[src/rtl/avg_line_raster.sv]
`default_nettype none
// =============================================================================
// avg_line_raster : segment FIFO feeding a Bresenham rasteriser that issues
//                   clipped framebuffer pixel writes over valid/ready.
// Revision: 1.0
// =============================================================================
module avg_line_raster #(
  parameter int FIFO_DEPTH = 8,
  parameter int H_RES      = 640,
  parameter int V_RES      = 480,
  parameter int X_OFF      = 320,
  parameter int Y_OFF      = 240
) (
  input  logic        clk_in,
  input  logic        rst_b,
  input  logic [12:0] startX,
  input  logic [12:0] startY,
  input  logic [12:0] endX,
  input  logic [12:0] endY,
  input  logic [3:0]  intensity,
  input  logic        lrWrite,
  input  logic        frameClr,
  output logic [9:0]  pixX,
  output logic [8:0]  pixY,
  output logic [3:0]  pixZ,
  output logic        pixValid,
  input  logic        pixReady,
  output logic        busy,
  output logic        overflow
);

  localparam int AW    = $clog2(FIFO_DEPTH);
  localparam int SEG_W = 56;
  localparam logic [AW:0]        C_PTR_ONE = (AW+1)'(1);
  localparam logic [AW:0]        C_FULL    = (AW+1)'(FIFO_DEPTH);
  localparam logic signed [14:0] C_XOFF    = 15'(X_OFF);
  localparam logic signed [14:0] C_YOFF    = 15'(Y_OFF);
  localparam logic signed [14:0] C_HRES    = 15'(H_RES);
  localparam logic signed [14:0] C_VRES    = 15'(V_RES);

  typedef enum logic [1:0] {
    S_IDLE  = 2'd0,
    S_LOAD  = 2'd1,
    S_SETUP = 2'd2,
    S_DRAW  = 2'd3
  } state_t;

  state_t r_state;

  logic [SEG_W-1:0] r_mem [FIFO_DEPTH];
  logic [AW:0]      r_wr_ptr;
  logic [AW:0]      r_rd_ptr;

  logic signed [14:0] r_x0, r_y0, r_x1, r_y1;
  logic signed [14:0] r_cx, r_cy;
  logic signed [14:0] r_dx, r_dy, r_err;
  logic signed [14:0] r_sx, r_sy;
  logic [3:0]         r_z;

  logic [AW:0]        w_count;
  logic               w_empty, w_full, w_pop, w_push, w_drop;
  logic [SEG_W-1:0]   w_head;

  logic signed [14:0] w_ddx, w_ddy, w_adx, w_ady, w_sgnx, w_sgny;
  logic signed [15:0] w_e2, w_dx16, w_dy16;
  logic               w_mx, w_my, w_clip, w_step, w_at_end;
  logic signed [14:0] w_nx, w_ny, w_nerr;

  function automatic logic signed [14:0] f_sext(input logic [12:0] v);
    return $signed({{2{v[12]}}, v});
  endfunction

  function automatic logic f_in(input logic signed [14:0] x, input logic signed [14:0] y);
    return (x >= 15'sd0) && (x < C_HRES) && (y >= 15'sd0) && (y < C_VRES);
  endfunction

  // Pop only from IDLE; a push into a full FIFO is legal when that pop frees a slot.
  assign w_count = r_wr_ptr - r_rd_ptr;
  assign w_empty = (w_count == '0);
  assign w_full  = (w_count == C_FULL);
  assign w_pop   = (r_state == S_IDLE) && !w_empty && !frameClr;
  assign w_push  = lrWrite && !frameClr && (!w_full || w_pop);
  assign w_drop  = lrWrite && !frameClr && w_full && !w_pop;
  assign w_head  = r_mem[r_rd_ptr[AW-1:0]];

  assign w_ddx  = r_x1 - r_x0;
  assign w_ddy  = r_y1 - r_y0;
  assign w_adx  = w_ddx[14] ? -w_ddx : w_ddx;
  assign w_ady  = w_ddy[14] ? -w_ddy : w_ddy;
  assign w_sgnx = (w_ddx == 15'sd0) ? 15'sd0 : (w_ddx[14] ? -15'sd1 : 15'sd1);
  assign w_sgny = (w_ddy == 15'sd0) ? 15'sd0 : (w_ddy[14] ? -15'sd1 : 15'sd1);

  // Both axis decisions compare against the pre-step error term.
  assign w_e2     = {r_err, 1'b0};
  assign w_dx16   = {r_dx[14], r_dx};
  assign w_dy16   = {r_dy[14], r_dy};
  assign w_mx     = (w_e2 >= w_dy16);
  assign w_my     = (w_e2 <= w_dx16);
  assign w_nx     = r_cx + (w_mx ? r_sx : 15'sd0);
  assign w_ny     = r_cy + (w_my ? r_sy : 15'sd0);
  assign w_nerr   = r_err + (w_mx ? r_dy : 15'sd0) + (w_my ? r_dx : 15'sd0);
  assign w_clip   = !f_in(r_cx, r_cy);
  assign w_step   = (pixValid && pixReady) || w_clip;
  assign w_at_end = (r_cx == r_x1) && (r_cy == r_y1);

  assign busy = !w_empty || (r_state != S_IDLE) || pixValid;

  always_ff @(posedge clk_in) begin
    if (w_push) begin
      r_mem[r_wr_ptr[AW-1:0]] <= {startX, startY, endX, endY, intensity};
    end
  end

  always_ff @(posedge clk_in or negedge rst_b) begin
    if (!rst_b) begin
      r_wr_ptr <= '0;
      r_rd_ptr <= '0;
      overflow <= 1'b0;
    end else if (frameClr) begin
      r_rd_ptr <= r_wr_ptr;
      overflow <= 1'b0;
    end else begin
      if (w_push) r_wr_ptr <= r_wr_ptr + C_PTR_ONE;
      if (w_pop)  r_rd_ptr <= r_rd_ptr + C_PTR_ONE;
      if (w_drop) overflow <= 1'b1;
    end
  end

  always_ff @(posedge clk_in or negedge rst_b) begin
    if (!rst_b) begin
      r_state  <= S_IDLE;
      r_x0     <= '0;
      r_y0     <= '0;
      r_x1     <= '0;
      r_y1     <= '0;
      r_cx     <= '0;
      r_cy     <= '0;
      r_dx     <= '0;
      r_dy     <= '0;
      r_err    <= '0;
      r_sx     <= '0;
      r_sy     <= '0;
      r_z      <= '0;
      pixX     <= '0;
      pixY     <= '0;
      pixZ     <= '0;
      pixValid <= 1'b0;
    end else if (frameClr) begin
      r_state  <= S_IDLE;
      pixValid <= 1'b0;
    end else begin
      case (r_state)
        S_IDLE: begin
          if (w_pop) begin
            r_x0    <= f_sext(w_head[55:43]);
            r_y0    <= f_sext(w_head[42:30]);
            r_x1    <= f_sext(w_head[29:17]);
            r_y1    <= f_sext(w_head[16:4]);
            r_z     <= w_head[3:0];
            r_state <= S_LOAD;
          end
        end
        S_LOAD: begin
          // Screen y grows downward while vector y grows upward.
          r_x0    <= r_x0 + C_XOFF;
          r_x1    <= r_x1 + C_XOFF;
          r_y0    <= C_YOFF - r_y0;
          r_y1    <= C_YOFF - r_y1;
          r_state <= (r_z == 4'd0) ? S_IDLE : S_SETUP;
        end
        S_SETUP: begin
          r_dx     <= w_adx;
          r_dy     <= -w_ady;
          r_err    <= w_adx - w_ady;
          r_sx     <= w_sgnx;
          r_sy     <= w_sgny;
          r_cx     <= r_x0;
          r_cy     <= r_y0;
          pixX     <= r_x0[9:0];
          pixY     <= r_y0[8:0];
          pixZ     <= r_z;
          pixValid <= f_in(r_x0, r_y0);
          r_state  <= S_DRAW;
        end
        S_DRAW: begin
          if (w_step) begin
            if (w_at_end) begin
              pixValid <= 1'b0;
              r_state  <= S_IDLE;
            end else begin
              r_cx     <= w_nx;
              r_cy     <= w_ny;
              r_err    <= w_nerr;
              pixX     <= w_nx[9:0];
              pixY     <= w_ny[8:0];
              pixValid <= f_in(w_nx, w_ny);
            end
          end
        end
        default: r_state <= S_IDLE;
      endcase
    end
  end

endmodule
`default_nettype wire

[config.mk]
export PLATFORM = sky130hd
export DESIGN_NAME = avg_line_raster
export DESIGN_NICKNAME = d
export VERILOG_FILES = /design/src/rtl/avg_line_raster.sv
export SDC_FILE = /design/constraint.sdc
export NUM_CORES = 1
export LEC_CHECK = 0
export ABC_AREA = 1
export CAP_MARGIN = 30
export CORE_MARGIN = 2
export CORE_UTILIZATION = 50
export CTS_CLUSTER_SIZE = 12
export DETAILED_ROUTE_END_ITERATION = 8
export PLACE_DENSITY_LB_ADDON = 0.08
export SETUP_SLACK_MARGIN = 0.02
export SLEW_MARGIN = 0
export SYNTH_ARGS = -nofsm -noshare
export SYNTH_HDL_FRONTEND = slang
export SYNTH_SLANG_ARGS = --single-unit
[constraint.sdc]
create_clock -name clk_in -period 5.6 [get_ports clk_in]
set_input_delay 1.12 -clock clk_in [delete_from_list [all_inputs] [get_ports clk_in]]
set_output_delay 1.12 -clock clk_in [all_outputs]
set_load 0.03 [all_outputs]
# ---- Word level (Yosys, flattened, before mapping)
# Memories as Yosys holds them, arrays and structs flattened.
# Cells that the tools add are included.
dict set report op_classes {
  add_sub_neg 17
  order_cmp 14
  eq_ne 12
  mux 49
  bitwise_logic 1
  n_reduce_logical 44
}
# op count
set op_table {}
lappend op_table {{$mux W15} 20}
lappend op_table {{$pmux W15 S2} 7}
lappend op_table {{$ge A15 B1 Y1 const B} 6}
lappend op_table {{$add A15 B15 Y15} 4}
lappend op_table {{$lt A15 B10 Y1 const B} 3}
lappend op_table {{$lt A15 B11 Y1 const B} 3}
lappend op_table {{$neg A15 Y15} 3}
lappend op_table {{$sub A15 B15 Y15} 3}
lappend op_table {{$add A15 B10 Y15 const B} 2}
lappend op_table {{$eq A15 B15 Y1} 2}
lappend op_table {{$logic_not A15 Y1} 2}
lappend op_table {{$sub A9 B15 Y15 const A} 2}
lappend op_table {{$mux W10} 2}
lappend op_table {{$pmux W10 S2} 1}
lappend op_table {{$mux W9} 2}
lappend op_table {{$pmux W9 S2} 1}
lappend op_table {{$logic_and A1 B1 Y1} 17}
lappend op_table {{$ge A16 B15 Y1} 1}
lappend op_table {{$le A16 B15 Y1} 1}
lappend op_table {{$mux W2} 5}
lappend op_table {{$reduce_bool A2 Y1} 5}
lappend op_table {{$ne A3 B3 Y1 const B} 3}
lappend op_table {{$reduce_and A3 Y1} 3}
lappend op_table {{$add A4 B1 Y4 const B} 2}
lappend op_table {{17 further kinds} 37}
dict set report word_totals {
  regBits 204
  ramBits 448
  in_bits 61
  output_inout_bits 26
  word_cells 158
  n_memories 1
}
# memory words width rd rd_ports_with_merged_regs write_ports line
set mem_list {}
lappend mem_list {r_mem 8 56 1 0 1 50} ;# logic [SEG_W-1:0] r_mem [FIFO_DEPTH];

# ---- Longest topological paths before layout
# Gate-level depths: netlist of the first run.
dict set report logic_depth {
  depth_word 11
  ltp_mapped 36
  depth_no_buf 35
}

# ---- Worst setup path after synthesis of the first run
# Ideal clock, no wire load.
dict set report synth_timing {
  path_kind {register to register}
  startpoint {register r_rd_ptr[1]}
  endpoint {memory r_mem[7][0], enable pin}
  setup_ns 0.473
  arrival_time_ns 4.995
  t_required_ns 5.127
  setup_slack_ns 0.133
  stages_incl_launch_ff 19
  n_path_buf 2
  synth_period_minus_slack_ns 5.467
  cell_sequence {dfrtp_1 inv_1 clkbuf_1 clkbuf_1 ha_1 inv_1 nor2_1 nor2_1 o21bai_1 xor2_1 nand2_1 nand2_1 nor2_2 inv_2 nand3b_1 nand2_1 inv_2 nand2_1 nor2_1}
}
dict set report synth_via {
  elab_chain_len 9
  word_cells_on_any_way 11
  classes_between {1 x add/sub; 1 x eq/ne; 2 x mux; 7 x reduce/logical}
}
# item line
set synth_rtl {}
lappend synth_rtl {{start: declaration} 52} ;# logic [AW:0] r_rd_ptr;
lappend synth_rtl {{start signal: assignment} 120} ;# r_rd_ptr <= r_wr_ptr;
lappend synth_rtl {{start signal: assignment} 124} ;# if (w_pop) r_rd_ptr <= r_rd_ptr + C_PTR_ONE;
lappend synth_rtl {{$sub A4 B4 Y4 (*)} 78} ;# assign w_count = r_wr_ptr - r_rd_ptr;
lappend synth_rtl {{$logic_not A4 Y1} 79} ;# assign w_empty = (w_count == '0);
lappend synth_rtl {{$logic_not A1 Y1} 81} ;# assign w_pop = (r_state == S_IDLE) && !w_empty && !frameClr;
lappend synth_rtl {{$logic_and A1 B1 Y1 (2 in series)} 81}
lappend synth_rtl {{$logic_or A1 B1 Y1 (*)} 82} ;# assign w_push = lrWrite && !frameClr && (!w_full || w_pop);
lappend synth_rtl {{$logic_and A1 B1 Y1 (*)} 82}
lappend synth_rtl {{$mux W1 (*)} 109} ;# if (w_push) begin
lappend synth_rtl {{$mux W1 (not written as such) (*)} 110} ;# r_mem[r_wr_ptr[AW-1:0]] <= {startX, startY, endX, endY, intensity};
lappend synth_rtl {{end: declaration} 50}
# Mark *: on every way between the ends. The rest lies on a longest branch, timed or not.

# ---- Final worst setup path of the first run
dict set report layout_timing {
  startpoint {register r_dx[14]}
  endpoint {register r_err[13]}
}
dict set report layout_via {
  elab_chain_len 6
}
# item line
set layout_rtl {}
lappend layout_rtl {{start: declaration} 56} ;# logic signed [14:0] r_dx, r_dy, r_err;
lappend layout_rtl {{start signal: assignment} 172} ;# r_dx <= w_adx;
lappend layout_rtl {{$le A16 B15 Y1} 98} ;# assign w_my = (w_e2 <= w_dx16);
lappend layout_rtl {{$mux W15} 101} ;# assign w_nerr = r_err + (w_mx ? r_dy : 15'sd0) + (w_my ? r_dx : 15'sd0);
lappend layout_rtl {{$add A15 B15 Y15} 101}
lappend layout_rtl {{$mux W15} 187} ;# if (w_at_end) begin
lappend layout_rtl {{$mux W15} 186} ;# if (w_step) begin
lappend layout_rtl {{$pmux W15 S2} 152} ;# case (r_state)
lappend layout_rtl {{end signal: assignment} 174} ;# r_err <= w_adx - w_ady;
lappend layout_rtl {{end signal: assignment} 193} ;# r_err <= w_nerr;
lappend layout_rtl {{end: declaration} 56}
# No other way between the ends. The select of a mux whose other input is x is not followed.
# A chain may end at the register's enable or synchronous reset.

==> results of run 1 <==
==> state kept, by name (all words and copies together) (netlist names) <==
name / count
r_mem: 448
r_dx: 15
r_dy: 15
r_err: 15
r_x0: 15
r_x1: 15
r_y0: 15
r_y1: 15
pixX: 9
pixY: 8
r_cy: 7
r_cx: 6
pixZ: 4
r_rd_ptr: 4
r_wr_ptr: 4
r_z: 4
r_state: 2
r_sx: 2
r_sy: 2
overflow: 1
pixValid: 1
==> area by class of cell <==
cell class | count | area share (%)
clock buffers | 93 | 5.16
inverters | 316 | 3.37
clock inverters | 23 | 0.629
diodes | 3 | 0.0212
multi-input cells | 2197 | 34.6
flip-flops and latches | 607 | 49.3
well taps | 837 | 2.96
repair buffers | 134 | 3.99
==> kinds of logic (layout without fill, tap and decap cells) <==
family,after synthesis,after routing,synth area share (%)
AOI/OAI and AO/OA,801,801,14.7
adders and majority gates,147,147,6.32
other,0,3,0
DFF,607,607,55.4
xor gates and xnor gates,90,90,2.51
and+or+nand+nor,1159,1159,15.2
buffers and inverters,468,566,5.86
==> layout by cell type (no fill, tap or decap), drive strengths merged, types with 8 or more instances in the layout <==
master,n
nor3,26
clkbuf,93
o211ai,29
buf,49
ha,127
nor2,406
nand4,25
xor2,68
nand3,124
o221ai,53
clkinv,22
dfrtp,159
a21oi,194
xnor2,22
o31ai,14
clkdlybuf4s50,85
o21ai,355
a22oi,8
nor4,10
o2111ai,11
edfxtp,448
a31oi,43
fa,20
o22ai,61
inv,314
o21bai,8
nand2,550
a211oi,9
nand3b,12
==> stage by stage <==
step                      utilization, %  instances  setup WS [ps]  hold slack, ps
after floorplan                        -       3272            133             453
after global placement              53.7       4085            362             471
after detailed placement            53.7       4087            338             477
after CTS                           57.0       4203            305             492
after global routing                57.1       4208           64.6             524
final                               57.2       4210            493             492
==> how the worst max path moves through the flow <==
stage	startpoint	to	slack (ps)	cells after the start
finish	r_dx[14]	r_err[13]	490	32
floorplan	r_rd_ptr[1]	r_mem[7][0]	130	18
detailed placement	r_dx[14]	r_err[13]	340	32
global placement	r_dx[14]	r_err[13]	360	31
CTS	r_dx[14]	r_err[13]	300	32
global route	r_dx[14]	r_err[13]	60	32
==> critical path: cells and delay by family, from the launching register on <==
family / cells / cell delay, ps
simple gates: 15 / 1740
fa+ha+maj: 4 / 1350
buf+inv: 8 / 870
compound gates: 5 / 720
flops: 1 / 380
==> layer usage <==
metal / wire, um / share of wire, % / vias to the layer above / GRT usage [%]
met5: 25 / 0.027 / - / 0
met4: 2040 / 2.2 / 4 / 7.84
met2: 42700 / 47 / 755 / 46.6
li1: - / - / 11523 / -
met3: 5310 / 5.8 / 138 / 4.28
met1: 41000 / 45 / 11932 / 39.9
==> what timing repair did <==
item                       CTS  global route
setup buffers                0             3
hold endpoints to repair     0             0
resized for setup            0             2
hold buffers                 0             0
setup endpoints to repair    0             2
==> parameters.txt, run 1 <==
Parameter                              Value

Outcome
  Status ... complete, no violations

GRT
  Via count of the first global-routing pass ... 23867
  Initial antenna violation count ... 5
  Wire length of the first global-routing pass ... about 140000 um
  Overflow left after global routing ... 0
  Total track usage ... 28.5%
  Pin count of the biggest net entering global routing ... between 150 and 200

Placed design
  Dpl cell area ... 33300 sq um
  Sum of net half-perimeters after detailed placement ... about 60000 um
  Port buffer count ... 86
  Routability Congestion ... 0.942

Drt
  Routed vias ... 24352
  Wire length reported by the detailed router ... 91100 um
  Drt pass-1 iters ... 5
  Routed len/inst ... 21.6 um
  Vias per cell ... 5.78
  Post-detailed-route DRC marker count ... 0
  Antenna Violating Nets Remaining ... 0
  Initial DRC count ... around 2200

STA
  Setup TNS ... 0 ps
  Transition at the pin with the smallest max-transition slack ... slightly above 1000 ps
  Final period utilization ... slightly above 90%
  Number of hold violations in the final report ... 0
  Max Transition Viols Final ... 0
  RSZ-0062 raised after global routing ... no
  Setup violations, final ... 0
  Slew margin rel. ... 31.0%
  Peak Freq ... 196 MHz
  Final critical delay including setup and external delays ... 5110 ps
  Final setup skew ... 33.5 ps

Synthesis
  Synth Net Count ... 3480
  Total number of yosys warnings ... 0
  Post-synthesis sequential area ratio ... 55.4%
  Synth async-reset ratio ... 26.2%
  Number of instances in the synthesized netlist ... 3272
  Post-synth EDFFs ... 448
  Synth top area cells ... edfxtp_1 43%, dfrtp_1 13%, nand2_1 6.4%
  Register bit total from synthesis ... between 600 and 700
  Library cell occupying the most area in the post-synthesis netlist ... edfxtp_1
  Leading cell type by number of instances after synthesis ... nand2_1
  Ys flop type ... edfxtp_1
  List of most frequent post-synthesis cells ... 538 x nand2_1, 448 x edfxtp_1, 398 x nor2_1
  Avg Cell Area, Syn ... 9.61 sq um
  Unique masters post-synth ... 52
  Netlist area before placement ... ~31000 sq um
  Portion of synthesized cell area occupied by the leading cell type ... 42.8%

Die
  Vertical die dimension ... around 250 um
  Initial cell density of the core ... 50.8%
  Row cnt ... 91
  Die Width ... around 250 um
  Overall die area ... 64900 sq um
  Core area ... a little over 60000 sq um
  Number of placed I/O pins ... 87

Cells and area
  Post-route cell area ... 35400 sq um
  Count of fill cells added during filler insertion ... approximately 5500
  Area overhead of the layout relative to synthesis ... 12.5%
  Sequential cell area in the final layout ... 17400 sq um
  Share of post-route cells with drive strength above 1 ... 5.73%
  Final net count ... 3532
  Multi-input gate area ... 12300 sq um

Worst setup path
  Endpoint kind of the worst setup timing path ... register
  Reg2Reg Depth ... 32
  Most used cell, CP ... nand2_1
  Endpoint of the lowest-slack register-to-register path ... r_err[13]
  Worst Path Arrival ... 5650 ps
  Crit Reg-Reg Startpoint ... r_dx[14]
  Worst path required time ... 6140 ps
  Startpoint Class ... register
  Setup CP Type ... register to register
  Critical Path Slowest Stage Cell ... ha_1
  Max Fanout on Critical Path ... 11
  Setup slack, reg-to-reg ... 490 ps
  Stage delay of the slowest cell on the critical path ... around 430 ps

Clocking
  Sinks on the clock net ... between 600 and 700
  Clock Path Buffers ... 3
  Root Buffer Master ... clkbuf_16
  Maximum level of the CTS H-tree ... 3
  Clock-pin slew reported for the worst setup and hold paths after clock tree synthesis ... 60 ps
  Worst-skew pair later-pin latency ... 620 ps
  TritonCTS clock tree ... yes
  TritonCTS Buffers ... 68

Min path
  Worst hold path class ... register to register
  WHS Path Cells ... 2
  Destination of the worst hold path ... pixZ[0]
  Startpoint of the lowest-slack hold path ... pixZ[0]

Run
  Number of max-cap violations ... 0
Power of run 1 is not shown: default switching activity piles up to over one toggle a cycle in this logic, so the estimate is an artifact.
==> inputs of run 2 (changes only) <==
--- a/config.mk
+++ b/config.mk
@@ -9,7 +9,7 @@
 export CAP_MARGIN = 30
 export CORE_MARGIN = 2
 export CORE_UTILIZATION = 50
-export CTS_CLUSTER_SIZE = 12
+export CTS_CLUSTER_SIZE = 24
 export DETAILED_ROUTE_END_ITERATION = 8
 export PLACE_DENSITY_LB_ADDON = 0.08
 export SETUP_SLACK_MARGIN = 0.02
==> parameters.txt, run 2 (same netlist as run 1, synthesis figures left out) <==
Parameter                              Value

Die
  Overall die area ... 64900 sq um (unchanged)
  Die Width ... 255 um (unchanged)
  Vertical die dimension ... 255 um (unchanged)
  Initial cell density of the core ... 50.8% (unchanged)
  Row cnt ... 91 (unchanged)
  Core area ... 61900 sq um (unchanged)
  Number of placed I/O pins ... 87 (unchanged)

STA
  Slew margin rel. ... 30.7% (was 31.0%)
  Number of hold violations in the final report ... 0 (unchanged)
  Final critical delay including setup and external delays ... 5110 ps (about the same)
  Setup violations, final ... 0 (unchanged)
  Max Transition Viols Final ... 0 (unchanged)
  Peak Freq ... 196 MHz (about the same)
  Final period utilization ... 91.3% (was 91.2%)
  Final setup skew ... 15.9 ps (was 33.5 ps)
  Setup TNS ... 0 ps (unchanged)
  RSZ-0062 raised after global routing ... no (unchanged)
  Final setup margin ... 487 ps (was 493 ps)
  Transition at the pin with the smallest max-transition slack ... 1040 ps (about the same)

GRT
  Via count of the first global-routing pass ... 23928 (was 23867)
  Pin count of the biggest net entering global routing ... 169 (unchanged)
  Met3 capacity usage during global routing ... 4.53% (was 4.28%)
  Total track usage ... 28.5% (about the same)
  Wire length of the first global-routing pass ... 141000 um (about the same)
  Busiest metal layer after global routing ... met2 (unchanged)
  Global routing usage on met2 ... 46.5% (was 46.6%)
  Overflow left after global routing ... 0 (unchanged)
  Initial antenna violation count ... 6 (was 5)
  Grt met1 use ... 39.7% (was 39.9%)

Drt
  Routed len/inst ... 21.6 um (about the same)
  Wire length reported by the detailed router ... 91200 um (was 91100 um)
  Vias per cell ... 5.81 (was 5.78)
  Routed vias ... 24488 (was 24352)
  Drt pass-1 iters ... 7 (was 5)
  Initial DRC count ... 2348 (was 2182)
  Antenna Violating Nets Remaining ... 0 (unchanged)
  Post-detailed-route DRC marker count ... 0 (unchanged)

Worst setup path
  Worst path required time ... 6140 ps (about the same)
  Critical Path Slowest Stage Cell ... ha_1 (unchanged)
  Reg2Reg Depth ... 32 (unchanged)
  Setup slack, reg-to-reg ... 490 ps (about the same)
  Crit Reg-Reg Startpoint ... r_dx[14] (unchanged)
  Most used cell, CP ... nand2_1 (unchanged)
  Endpoint of the lowest-slack register-to-register path ... r_err[13] (unchanged)
  Endpoint kind of the worst setup timing path ... register (unchanged)
  Max Fanout on Critical Path ... 11 (unchanged)
  Setup CP Type ... register to register (unchanged)
  Startpoint Class ... register (unchanged)
  Worst Path Arrival ... 5660 ps (was 5650 ps)
  Stage delay of the slowest cell on the critical path ... 430 ps (about the same)

Placed design
  Port buffer count ... 86 (unchanged)
  Worst setup slack after placement ... 338 ps (unchanged)
  Routability Congestion ... 0.942 (unchanged)
  Sum of net half-perimeters after detailed placement ... 59900 um (unchanged)

Clocking
  TritonCTS clock tree ... yes (unchanged)
  Worst-skew pair later-pin latency ... 610 ps (was 620 ps)
  Hold Buf Count CTS ... 0 (unchanged)
  Clock Path Buffers ... 3 (unchanged)
  Maximum level of the CTS H-tree ... 3 (unchanged)
  Clock-pin slew reported for the worst setup and hold paths after clock tree synthesis ... 60 ps (about the same)
  Root Buffer Master ... clkbuf_16 (unchanged)
  TritonCTS Buffers ... 68 (unchanged)
  Sinks on the clock net ... 607 (unchanged)

Cells and area
  Share of post-route cells with drive strength above 1 ... 5.92% (was 5.73%)
  Most common cell after layout, fill and taps aside ... nand2_1 (unchanged)
  Area overhead of the layout relative to synthesis ... 12.8% (was 12.5%)
  Largest register FFs ... 448 (unchanged)
  Multi-input gate area ... 12300 sq um (unchanged)
  Leading cell types in the layout, fill and taps excluded ... 537 x nand2_1, 448 x edfxtp_1, 389 x nor2_1 (unchanged)
  Count of fill cells added during filler insertion ... 5461 (was 5471)
  Final design utilization ... 57.3% (was 57.2%)
  Final net count ... 3532 (unchanged)
  Sequential cell area in the final layout ... 17400 sq um (unchanged)

Run
  Number of max-cap violations ... 0 (unchanged)

Min path
  Startpoint of the lowest-slack hold path ... r_dy[2] (was pixZ[0])
  Worst hold path class ... register to register (unchanged)
  WHS Path Cells ... 2 (unchanged)
  Destination of the worst hold path ... r_dy[2] (was pixZ[0])

Outcome
  Status ... complete, no violations (unchanged)
==> run 2: worst max-delay path by stage <==
| stage | start | end | cells past startpoint |
|---|---|---|---|
| final | r_dx[14] | r_err[13] | 32 |
| after global routing | r_dx[14] | r_err[13] | 32 |
| after CTS | r_dx[14] | r_err[13] | 32 |
| after detailed placement | r_dx[14] | r_err[13] | 32 |
| after global placement | r_dx[14] | r_err[13] | 31 |
| after floorplan | r_rd_ptr[1] | r_mem[7][0] | 18 |
==> run 2: layout make-up <==
type | count | area share (%)
Clock buffer | 88 | 5.18
Sequential cell | 607 | 49.1
Tap cell | 837 | 2.95
Antenna cell | 2 | 0.0141
Timing Repair Buffer | 134 | 3.98
Clock inverter | 34 | 0.846
Inverter | 316 | 3.36
Multi-Input combinational cell | 2197 | 34.5
==> run 2: stage by stage <==
| step | instances | hold WS [ps] | cell area, sq um |
|---|---|---|---|
| detailed placement | 4087 | 477 | 33300 |
| global placement | 4085 | 471 | 33200 |
| global route | 4214 | 524 | 35500 |
| finish | 4215 | 491 | 35500 |
| CTS | 4209 | 492 | 35400 |
| floorplan | 3272 | 453 | 31500 |
==> run 2: critical path, delay by kind of cell (launching register included) <==
family                   cells  cell delay, ps
AO/OA/AOI/OAI                5             720
adder cells (fa/ha/maj)      4            1350
buffers and inverters        8             880
flip-flops                   1             380
AND/OR/NAND/NOR             15            1720
==> run 2: metal layers <==
layer / vias to the layer above / wire length, um
met5: - / 53
met4: 8 / 2210
met3: 140 / 5420
met2: 832 / 42600
met1: 11975 / 40900
li1: 11533 / -
==> run 2: repair_timing <==
item | 4_1_cts | 5_1_grt
setup buffers | 0 | 3
endpoints found under the setup margin | 0 | 2
gates resized for setup | 0 | 2
Power of run 2 is left out for the same reason.
